$ cat src/rtl/norm_sched.sv
// Round-robin issue scheduler sharing one norm_stage datapath among four FPU lanes.
// Tracks lane ownership through a tag pipeline and keeps saturating zero/denormal counters.

module norm_sched_lane #(
  parameter int MAX_OUT = 2
) (
  input  logic       clk,
  input  logic       rst,
  input  logic       flush,
  input  logic       vld,
  input  logic       inc,
  input  logic       dec,
  output logic       elig,
  output logic [1:0] cnt
);
  // Credit check uses the registered count; a same-cycle decrement is seen next cycle.
  assign elig = vld && !flush && !rst && (cnt < 2'(MAX_OUT));

  always_ff @(posedge clk) begin
    if (rst || flush)                     cnt <= '0;
    else if (inc && !dec && cnt != 2'd3)  cnt <= cnt + 2'd1;
    else if (dec && !inc && cnt != 2'd0)  cnt <= cnt - 2'd1;
  end
endmodule

module norm_sched #(
  parameter int NORM_LAT = 2,
  parameter int MAX_OUT  = 2
) (
  input  logic         clk,
  input  logic         rst,
  input  logic         flush,
  input  logic [3:0]   req_vld,
  output logic [3:0]   req_rdy,
  input  logic [3:0]   req_s_tmp,
  input  logic [3:0]   req_final_m,
  input  logic [3:0]   req_h_s,
  input  logic [39:0]  req_exp,
  input  logic [299:0] req_frac,
  output logic         iss_vld,
  output logic         iss_s_tmp,
  output logic         iss_final_m,
  output logic         iss_h_s,
  output logic [9:0]   iss_exp,
  output logic [74:0]  iss_frac,
  input  logic         dp_zero_m,
  input  logic         dp_denorm_m,
  output logic [3:0]   res_vld,
  output logic [15:0]  zero_cnt,
  output logic [15:0]  denorm_cnt,
  output logic         busy
);
  localparam int NUM_LANES = 4;

  logic [1:0]                  ptr;
  logic [NUM_LANES-1:0]        elig;
  logic [NUM_LANES-1:0][1:0]   out_cnt;
  logic                        found;
  logic [1:0]                  gnt_lane;
  logic [1:0]                  scan_idx;
  // Stage 0 loads alongside the issue register, so NORM_LAT+1 stages land the tail at T+1+NORM_LAT.
  logic [NORM_LAT:0]           vld_pipe;
  logic [NORM_LAT:0][1:0]      lane_pipe;

  generate
    for (genvar i = 0; i < NUM_LANES; i++) begin : g_lane
      norm_sched_lane #(.MAX_OUT(MAX_OUT)) u_lane (
        .clk  (clk),
        .rst  (rst),
        .flush(flush),
        .vld  (req_vld[i]),
        .inc  (req_rdy[i]),
        .dec  (res_vld[i]),
        .elig (elig[i]),
        .cnt  (out_cnt[i])
      );
    end
  endgenerate

  always_comb begin
    found    = 1'b0;
    gnt_lane = ptr;
    scan_idx = ptr;
    req_rdy  = '0;
    for (int k = 0; k < NUM_LANES; k++) begin
      scan_idx = ptr + 2'(k);
      if (!found && elig[scan_idx]) begin
        found    = 1'b1;
        gnt_lane = scan_idx;
      end
    end
    req_rdy[gnt_lane] = found;
  end

  always_ff @(posedge clk) begin
    if (rst) begin
      iss_vld     <= 1'b0;
      iss_s_tmp   <= 1'b0;
      iss_final_m <= 1'b0;
      iss_h_s     <= 1'b0;
      iss_exp     <= '0;
      iss_frac    <= '0;
      ptr         <= '0;
    end else begin
      iss_vld <= found;
      if (found) begin
        iss_s_tmp   <= req_s_tmp[gnt_lane];
        iss_final_m <= req_final_m[gnt_lane];
        iss_h_s     <= req_h_s[gnt_lane];
        iss_exp     <= req_exp[gnt_lane*10 +: 10];
        iss_frac    <= req_frac[gnt_lane*75 +: 75];
        ptr         <= gnt_lane + 2'd1;
      end
    end
  end

  always_ff @(posedge clk) begin
    if (rst) begin
      vld_pipe  <= '0;
      lane_pipe <= '0;
    end else begin
      vld_pipe  <= flush ? '0 : {vld_pipe[NORM_LAT-1:0], found};
      lane_pipe <= {lane_pipe[NORM_LAT-1:0], gnt_lane};
    end
  end

  always_comb begin
    res_vld = '0;
    if (vld_pipe[NORM_LAT] && !flush && !rst) res_vld[lane_pipe[NORM_LAT]] = 1'b1;
  end

  always_ff @(posedge clk) begin
    if (rst) begin
      zero_cnt   <= '0;
      denorm_cnt <= '0;
    end else if (|res_vld) begin
      if (dp_zero_m && zero_cnt != 16'hFFFF)     zero_cnt   <= zero_cnt + 16'd1;
      if (dp_denorm_m && denorm_cnt != 16'hFFFF) denorm_cnt <= denorm_cnt + 16'd1;
    end
  end

  assign busy = iss_vld | (|vld_pipe);
endmodule
$ cat config.mk
export PLATFORM = sky130hd
export DESIGN_NAME = norm_sched
export DESIGN_NICKNAME = d
export VERILOG_FILES = /design/src/rtl/norm_sched.sv
export SDC_FILE = /design/constraint.sdc
export NUM_CORES = 1
export LEC_CHECK = 0
export ABC_CLOCK_PERIOD_IN_PS = 4400
export CORE_AREA = 2 2 192 194
export CTS_CLUSTER_DIAMETER = 50
export DETAILED_ROUTE_END_ITERATION = 6
export DIE_AREA = 0 0 194 196
export PLACE_DENSITY_LB_ADDON = 0.3
export SYNTH_ARGS = -nofsm -noshare
export SYNTH_HDL_FRONTEND = slang
export SYNTH_SLANG_ARGS = --single-unit
$ cat constraint.sdc
create_clock -name clk -period 4.4 [get_ports clk]
set_input_delay 0.88 -clock clk [delete_from_list [all_inputs] [get_ports clk]]
set_output_delay 0.88 -clock clk [all_outputs]
set_load 0.03 [all_outputs]
==> results of run 1 <==
## area by class of cell
class | instances | area [um^2] | area share [%]
Antenna cell | 1 | 2.50 | 0.0182
Clock buffer | 19 | 443 | 3.22
Clock inverter | 13 | 156 | 1.14
Inverter | 93 | 349 | 2.54
Multi-Input combinational cell | 476 | 4340 | 31.6
Sequential cell | 140 | 2800 | 20.4
Tap cell | 468 | 586 | 4.26
Timing Repair Buffer | 505 | 5080 | 36.9
## sequential cells by signal, summed over array words and instances, names as in the netlist
| name | cells |
|---|---|
| iss_frac | 75 |
| denorm_cnt | 16 |
| iss_h_s | 1 |
| iss_s_tmp | 1 |
| g_lane.u_lane.cnt | 8 |
| zero_cnt | 16 |
| iss_final_m | 1 |
| ptr | 2 |
| vld_pipe | 3 |
| lane_pipe | 6 |
| iss_exp | 10 |
| iss_vld | 1 |
## power groups by stage
stage               clock network [uW]  registers (uW)  logic (uW)
floorplan                            0            1660         394
CTS                               1560            1450        1230
global placement                     0            1470        1220
global route                      1620            1460        1280
finish                            1510            1450        1210
detailed placement                   0            1470        1220
## through the flow
step / area [um^2] / power [uW]
3_5_place_dp: 13200 / 2690
3_3_place_gp: 13200 / 2690
2_1_floorplan: 7860 / 2050
5_1_grt: 13800 / 4360
6_report: 13800 / 4160
4_1_cts: 13800 / 4240
## worst register-to-register path, cell delays in order (launching register included)
cell      delay (ns)
dfxtp_1         0.36
or4b_4          0.60
o221ai_4        0.25
a22o_4          0.22
buf_12          0.26
mux2i_1         0.45
o221ai_1        0.17
## per-layer routing
metal / vias to the layer above / share of wire, %
met3: 20 / 6.3
met2: 286 / 52
li1: 3791 / -
met5: - / 0
met1: 3792 / 40
met4: 0 / 1.3
## worst max-delay path by stage
stage	slack (ns)	start	to	depth (start not counted)
2_1_floorplan	1.08	rst	req_rdy[2]	10
3_3_place_gp	0.18	flush	req_rdy[0]	6
3_5_place_dp	0.12	flush	req_rdy[0]	6
4_1_cts	0.11	flush	req_rdy[0]	6
5_1_grt	0.01	flush	req_rdy[0]	6
6_report	0.1	flush	req_rdy[0]	6
## logic make-up after synthesis
group	count (synthesis)
XOR/XNOR	32
adder cells (fa/ha/maj)	2
buffers and inverters	159
flip-flops	140
multiplexers	90
AO/OA/AOI/OAI	224
AND/OR/NAND/NOR	128
## cell usage in the layout (no fill, tap or decap), types with 3 or more instances in the layout
cell	n
nor2_1	41
a211oi_1	8
nand2b_1	4
nand4_1	6
buf_4	13
a21oi_1	12
nand3_1	14
nor3b_1	3
and4_1	7
and3_1	8
a22oi_1	29
dfxtp_1	140
a22oi_2	60
xor2_1	23
buf_12	6
o21ai_0	9
a21o_1	3
nor3_1	5
nor4b_1	3
inv_6	4
nor2b_1	6
or3_1	3
clkinv_4	4
inv_1	93
clkdlybuf4s50_1	485
clkbuf_16	17
mux2i_1	90
o221ai_1	28
nand2_1	18
xnor2_1	9
o221ai_2	60
==> flow_metrics.tcl, run 1 <==
set metrics [dict create \
    rsz0062_at_grt "false" \
    first_pass_iters 7 \
    drt_iter0_markers 213 \
    yosysUniqueCellTypes 48 \
    initial_core_util_pct 21.8 \
    synth_top_family_by_area "compound AO/OA/AOI/OAI gates" \
    period_minus_slack_ns 4.30 \
    seq_power_share_pct 34.8 \
    ys_top_cells_by_area "dfxtp_1, mux2i_1, o221ai_2, a22oi_2, inv_1" \
    drc 0 \
    hpwl_mm 24.7 \
    place_congestion 0.807 \
    yosysWarnings 0 \
    dieHeight_um 196 \
    fin_hold_ws_ns 0.438 \
    synth_compound_area_share_pct 31.1 \
    hold_start "lane_pipe[3]" \
    grt_usage_pct 16.8 \
    synth-simple-area-share_pct 8.45 \
    num_vias 7889 \
    first_global_vias 8160 \
    power_density_nw_per_um2 302 \
    r2r_cells 6 \
    cts.path.max_buffers 2 \
    async_flop_share_pct 0 \
    synth_xor_area_share_pct 3.56 \
    finalMaxSlewViolations 0 \
    synth_mux_area_share_pct 11.5 \
    fp.dieArea_um2 38000 \
    worstHoldPathType "reg2reg" \
    fin_ws_ns 0.0991 \
    layout-drive-gt1-share_pct 14.4 \
    wire_per_inst_um 19.2 \
    vdd_drop_max_mv 0.250 \
    netlist_instances 775 \
    path_max_fanout 7 \
    pre_cts_ws_ns 0.122 \
    power_leakage_uw 0.00546 \
    ant_nets 0 \
    synth_edf_count 0 \
    fmax_mhz 233 \
    cts_tree "done" \
    switchingPower_uw 1280 \
    die_w_um 194 \
    met2_usage_pct 29.9 \
    r2r_end "iss_frac[7]" \
    grt_max_degree 94 \
    end_kind "primary output" \
    path_buf_inv 2 \
    slowest_stage "clkdlybuf4s50_1" \
    tns_ns 0 \
    area.growth.synth_to_final_pct 75.0 \
    ys_ff_latch 140 \
    hold_path_end "lane_pipe[5]" \
    cap_viol_max_count 0 \
    fin_crit_sh_pct 97.7 \
    r2r_start "g_lane[0].u_lane.cnt[1]" \
    synthAdderAreaFrac_pct 0.318 \
    sw_frac_of_total_pct 30.8 \
    use_met3_pct 4.68 \
    worstPathCellList "clkdlybuf4s50_1 > or4b_4 > o221ai_4 > a22oi_1 > nor2_1 > clkdlybuf4s50_1" \
    crit_top_cell "clkdlybuf4s50_1" \
    fillers 3639 \
    status "complete, no violations" \
    synth_area_leader_cell "dfxtp_1" \
    cts_made_buffers 17 \
    yosysMostFrequentCell "dfxtp_1" \
    cts_root_buf "clkbuf_16" \
    insertion_delay_ns 0.44 \
    yosys-top-cells-count "dfxtp_1, inv_1, mux2i_1" \
    synth-main-ff-cell "dfxtp_1" \
    syn_nets 1138 \
    critical_path_arrival_ns 3.42 \
    syn_area_um2 7860 \
    io_buffers 490 \
    crit_type "in2out" \
    ctsResizeCount 0 \
    yosys.area.top_type_share_pct 35.6 \
    cp.required_ns 3.52 \
    finalWirelength_mm 32.9 \
    hold_depth 1 \
    clk_pin_slew_ns 0.06 \
    ys_seq_area_share_pct 35.6 \
    num_rows 70 \
    clkPwrFrac_pct 36.2 \
    final_nets 1596 \
    worst_slew_pin_slew_ns 0.943 \
    p_int_uw 2880 \
    cp_top_family "buffers and inverters" \
    skew_ns 0.0104 \
    rrSetupSlack_ns 1.95 \
    io_pins 491 \
    relSlewSlack_pct 37.1 \
    antenna_found_initial 1 \
    post_cts_buffers 0 \
    grt_pass1_wl_mm 49.0 \
    grt.overflow.total 0 \
    met1_usage_pct 19.7 \
    hold_buffers 0 \
    vias_per_cell 4.60 \
    utilization_pct 38.1 \
    comb_power_share_pct 29.1 \
    clock_sinks 140 \
    finalHoldViolations 0 \
    cp-start-kind "input pin" \
    syn_avg_cell_area_um2 10.1 \
    setup_viol_count_final 0 \
    stdcell_count 1715 \
    place_inst 1682 \
    cp_slowest_stage_delay_ns 0.73 \
    coreArea_um2 36100 \
    cts_max_level 4 \
    grt_busiest_layer "met2" \
]
Note: power is estimated with default switching activity, not from simulation.
==> inputs of run 2 (changes only) <==
RECOVER_POWER = 50   (was not set)
REMOVE_ABC_BUFFERS = 1   (was not set)
==> run 2 against run 1 <==
Effect of this change:
- largest power group unchanged
- clock skew down 0.00086 ns
- clock-buffer cell count decreased by 2
- cell area shrank 0.17%
- clock power about the same
- first-iteration DRC count up 58%
- highest routed layer is now met5
==> flow_metrics.tcl, run 2 (same netlist as run 1, synthesis figures left out) <==
set metrics [dict create \
    place_congestion 0.874 \
    slowest_stage "clkdlybuf4s50_1" \
    period_minus_slack_ns 4.06 \
    num_vias 7893 \
    rsz0062_at_grt "false" \
    ctsResizeCount 0 \
    num_rows 70 \
    r2r_end "iss_frac[8]" \
    grt_pass1_wl_mm 49.5 \
    cts_tree "done" \
    initial_core_util_pct 21.8 \
    relSlewSlack_pct 42.2 \
    insertion_delay_ns 0.44 \
    coreArea_um2 36100 \
    stdcell_count 1716 \
    post_cts_buffers 0 \
    grt_max_degree 94 \
    setup_viol_count_final 0 \
    fin_crit_sh_pct 92.3 \
    vias_per_cell 4.60 \
    layout-drive-gt1-share_pct 14.5 \
    status "complete, no violations" \
    finalMaxSlewViolations 0 \
    top_regs "iss_frac x75, denorm_cnt x16, zero_cnt x16" \
    dieHeight_um 196 \
    power_leakage_uw 0.00580 \
    cts.path.max_buffers 2 \
    grt_usage_pct 17.1 \
    cp.required_ns 3.52 \
    largest_reg_flops 75 \
    cts_made_buffers 17 \
    cts_max_level 4 \
    fin_area_um2 13700 \
    utilization_pct 38.1 \
    vdd_drop_max_mv 0.269 \
    critical_path_arrival_ns 3.18 \
    clk_pin_slew_ns 0.07 \
    r2r_start "g_lane[3].u_lane.cnt[1]" \
    power_density_nw_per_um2 300 \
    place_inst 1682 \
    r2r_cells 7 \
    rrSetupSlack_ns 1.83 \
    cp_slowest_stage_delay_ns 0.56 \
    fp.dieArea_um2 38000 \
    die_w_um 194 \
    end_kind "primary output" \
    worst_slew_pin_slew_ns 0.845 \
    drt_iter0_markers 337 \
    fillers 3645 \
    finalHoldViolations 0 \
    tns_ns 0 \
    hold_buffers 0 \
    cp-start-kind "input pin" \
    area.growth.synth_to_final_pct 74.7 \
    final_common_cell "clkdlybuf4s50_1" \
    drc 0 \
    first_pass_iters 4 \
    crit_type "in2out" \
    io_pins 491 \
    wire_per_inst_um 19.7 \
    final_nets 1596 \
    first_global_vias 7987 \
    io_buffers 490 \
    grt.overflow.total 0 \
    hpwl_mm 25.5 \
    finalWirelength_mm 33.8 \
    hold_start "lane_pipe[2]" \
    crit_end "req_rdy[2]" \
    cap_viol_max_count 0 \
    antenna_found_initial 3 \
    worstHoldPathType "reg2reg" \
    ant_nets 0 \
    fmax_mhz 246 \
    crit_start "rst" \
    placed_cell_area_um2 13100 \
    top_register "iss_frac" \
    clock_sinks 140 \
    path_max_fanout 12 \
    skew_ns 0.00957 \
    final_cell_mix "clkdlybuf4s50_1, dfxtp_1, dlygate4sd3_1" \
    cts_root_buf "clkbuf_16" \
    worstPathCellList "clkdlybuf4s50_1 > nor2_1 > clkbuf_1 > o21ai_0 > o211ai_1 > o21ai_0 > buf_4 > nand2_4 > inv_1 > buf_4" \
]
-- run 2: cell types whose count changed in the layout (fill, tap and decap cells not counted), moves of 2 or more --
| cell | previous run | this run |
|---|---|---|
| clkinvlp_4 | 2 | 0 |
| clkdlybuf4s50_1 | 485 | 360 |
| buf_4 | 13 | 16 |
| dlygate4sd3_1 | 0 | 122 |
| inv_8 | 1 | 5 |
-- run 2: cell type report --
cell class / instances / area (um^2) / share of cell area [%]
clock buffers: 17 / 425 / 3.10
inverters: 93 / 349 / 2.54
multi-input cells: 476 / 4340 / 31.6
clock inverters: 15 / 173 / 1.26
well taps: 468 / 586 / 4.26
flip-flops and latches: 140 / 2800 / 20.4
repair buffers: 505 / 5050 / 36.8
diodes: 2 / 5.00 / 0.0364
-- run 2: how the worst min path moves through the flow --
stage / cells past startpoint / to / slack (ns)
6_report: 1 / lane_pipe[4] / 0.43
5_1_grt: 1 / lane_pipe[3] / 0.46
4_1_cts: 1 / lane_pipe[4] / 0.44
3_5_place_dp: 1 / lane_pipe[2] / 0.43
3_3_place_gp: 1 / lane_pipe[5] / 0.42
2_1_floorplan: 1 / lane_pipe[2] / 0.41
-- run 2: worst max-delay path, delay by kind of cell --
| family | cells | cell delay [ns] |
|---|---|---|
| buf+inv | 5 | 1.48 |
| compound gates | 3 | 0.60 |
| simple gates | 2 | 0.22 |
-- run 2: power by group --
group	leakage [uW]	switching (uW)	total (uW)	internal, uW
clock network	0.000295	688	1500	812
registers	0.00115	72.2	1450	1370
logic	0.00436	571	1180	605
-- run 2: through the flow --
step / hold slack [ns] / setup slack, ns / power, uW
3_5_place_dp: 0.432 / 0.397 / 2690
4_1_cts: 0.444 / 0.389 / 4240
2_1_floorplan: 0.414 / -5.80 / 2060
6_report: 0.435 / 0.340 / 4120
3_3_place_gp: 0.416 / 0.380 / 2690
5_1_grt: 0.461 / 0.132 / 4300
-- run 2: metal layers --
layer  track usage (%)  wire length (um)
met2              29.8             17100
met1              20.2             13800
met3              5.91              2410
met4              4.01               400
met5                 0                14
==> inputs of run 3 (changes only) <==
CORE_AREA = 5 5 189 191   (was 2 2 192 194)
==> run 3 against run 2 <==
Effect of this change:
- the run now ends with max-capacitance violations, max-slew violations left
- maximum frequency shrank 2.0%
- cell count is 0.12% lower
- first-iteration DRC count is 21% lower
- sequential share of layout area fell by 0.13 points
- clock skew increased by 0.0029 ns
- power up 3.2%
- die area did not move
- register-to-register slack lost 0.09 ns
- global-route usage increased by 0.35 points
- non-clock buffer count rose by 6
- combinational power about the same
==> flow_metrics.tcl, run 3 (same netlist as run 1, synthesis figures left out) <==
set metrics [dict create \
    status "finished with violations" \
    violations "max-capacitance violations, max-slew violations" \
    path_buf_inv 3 \
    num_rows 68 \
    grt_usage_pct 17.5 \
    cp.required_ns 3.52 \
    power_leakage_uw 0.00585 \
    io_pins 491 \
    grt_pass1_wl_mm 51.4 \
    top_regs "iss_frac x75, denorm_cnt x16, zero_cnt x16" \
    coreArea_um2 33900 \
    relSlewSlack_pct -30.2 \
    cap_viol_max_count 1 \
    hold_start "lane_pipe[2]" \
    first_pass_iters 5 \
    dieHeight_um 196 \
    antenna_found_initial 7 \
    cts.path.max_buffers 2 \
    cts_max_level 4 \
    grt_max_degree 90 \
    place_inst 1675 \
    finalHoldViolations 0 \
    hpwl_mm 26.9 \
    ctsResizeCount 0 \
    hold_buffers 0 \
    fillers 3274 \
    worstHoldPathType "reg2reg" \
    placed_cell_area_um2 13200 \
    cts_root_buf "clkbuf_16" \
    fmax_mhz 241 \
    clk_pin_slew_ns 0.06 \
    seq_area_um2 2800 \
    largest_reg_flops 75 \
    cp_top_family "buffers and inverters" \
    cp-start-kind "input pin" \
    initial_core_util_pct 23.2 \
    end_kind "primary output" \
    cp.depth 7 \
    critical_path_arrival_ns 3.26 \
    finalWirelength_mm 35.0 \
    worstPathCellList "dlygate4sd3_1 > nor4b_1 > a21oi_1 > o21ai_0 > nand2_4 > inv_1 > buf_4" \
    ant_nets 0 \
    slowest_stage "dlygate4sd3_1" \
    io_buffers 490 \
    r2r_cells 6 \
    cp_slowest_stage_delay_ns 0.66 \
    grt.overflow.total 0 \
    crit_start "rst" \
    final_cell_mix "clkdlybuf4s50_1, dfxtp_1, dlygate4sd3_1" \
    insertion_delay_ns 0.43 \
    layout-drive-gt1-share_pct 14.9 \
    fp.dieArea_um2 38000 \
    crit_end "req_rdy[2]" \
    vdd_drop_max_mv 0.252 \
    setup_viol_count_final 0 \
    crit_type "in2out" \
    vias_per_cell 4.67 \
    stdcell_count 1714 \
    cts_made_buffers 17 \
    place_congestion 0.831 \
    drt_iter0_markers 265 \
    path_max_fanout 8 \
    multi_input_area_um2 4340 \
    final_common_cell "clkdlybuf4s50_1" \
    skew_ns 0.0125 \
    post_cts_buffers 0 \
    wire_per_inst_um 20.4 \
    worst_slew_pin_slew_ns 1.95 \
    finalMaxSlewViolations 42 \
    r2r_end "iss_frac[12]" \
    r2r_start "g_lane[2].u_lane.cnt[1]" \
    die_w_um 194 \
    rsz0062_at_grt "false" \
    area.growth.synth_to_final_pct 75.8 \
    period_minus_slack_ns 4.14 \
    fin_crit_sh_pct 94.1 \
    final_nets 1602 \
    drc 0 \
    num_vias 8009 \
    cts_tree "done" \
    first_global_vias 8400 \
    fin_area_um2 13800 \
    rrSetupSlack_ns 1.74 \
    power_density_nw_per_um2 308 \
    clock_sinks 140 \
    top_register "iss_frac" \
]
==> run 3: cell types whose count changed in the layout (fill, tap and decap cells not counted), sizes merged, moves of 2 or more <==
cell,delta
buf,+5
bufinv,+4
clkinvlp,+2
diode,+5
inv,-7
==> run 3: worst min-delay path by stage <==
stage / end / slack (ns) / cells past startpoint
after floorplan: lane_pipe[2] / 0.41 / 1
after global placement: lane_pipe[4] / 0.42 / 1
after detailed placement: lane_pipe[4] / 0.42 / 1
after CTS: lane_pipe[4] / 0.44 / 1
after global routing: lane_pipe[3] / 0.45 / 1
final: lane_pipe[4] / 0.43 / 1
==> run 3: cell type report <==
cell class	instances	area share, %
Antenna cell	7	0.127
Timing Repair Buffer	511	36.9
Sequential cell	140	20.3
Inverter	93	2.53
Clock inverter	15	1.59
Multi-Input combinational cell	476	31.4
Clock buffer	17	3.08
Tap cell	455	4.12
==> run 3: metrics by stage <==
step,total power [uW],utilization (%),setup slack [ns],hold slack [ns],TNS (ns)
3_3_place_gp,2700,38.8,0.473,0.419,0
3_5_place_dp,2700,38.8,0.414,0.422,0
6_report,4250,40.7,0.258,0.434,0
2_1_floorplan,2060,-,-5.80,0.414,-537.75
5_1_grt,4430,40.7,0.0913,0.453,0
4_1_cts,4360,40.7,0.411,0.437,0
==> run 3: worst reg2reg max path, cell delays in order, from the launching register on <==
cell and delay [ns]:
dfxtp_1 0.33, nor4b_1 0.59, a21oi_1 0.10, o21ai_0 0.59, nand2_4 0.19, buf_12 0.28
o221ai_1 0.50
==> run 3: where the power goes <==
group / internal [uW] / leakage (uW) / switching, uW / total (uW)
sequential: 1370 / 0.00115 / 68.5 / 1440
clock: 1010 / 0.000313 / 615 / 1620
combinational: 612 / 0.00439 / 578 / 1190
total: 2990 / 0.00585 / 1260 / 4250
==> run 3: routing by layer <==
layer	vias up	share of wire, %	global-route usage (%)	wire length (um)
met4	0	2.7	6.41	934
met3	42	8.2	6.83	2860
met2	318	51	30.2	17800
li1	3822	-	-	-
met5	-	0	0	0
met1	3827	38	19.6	13400
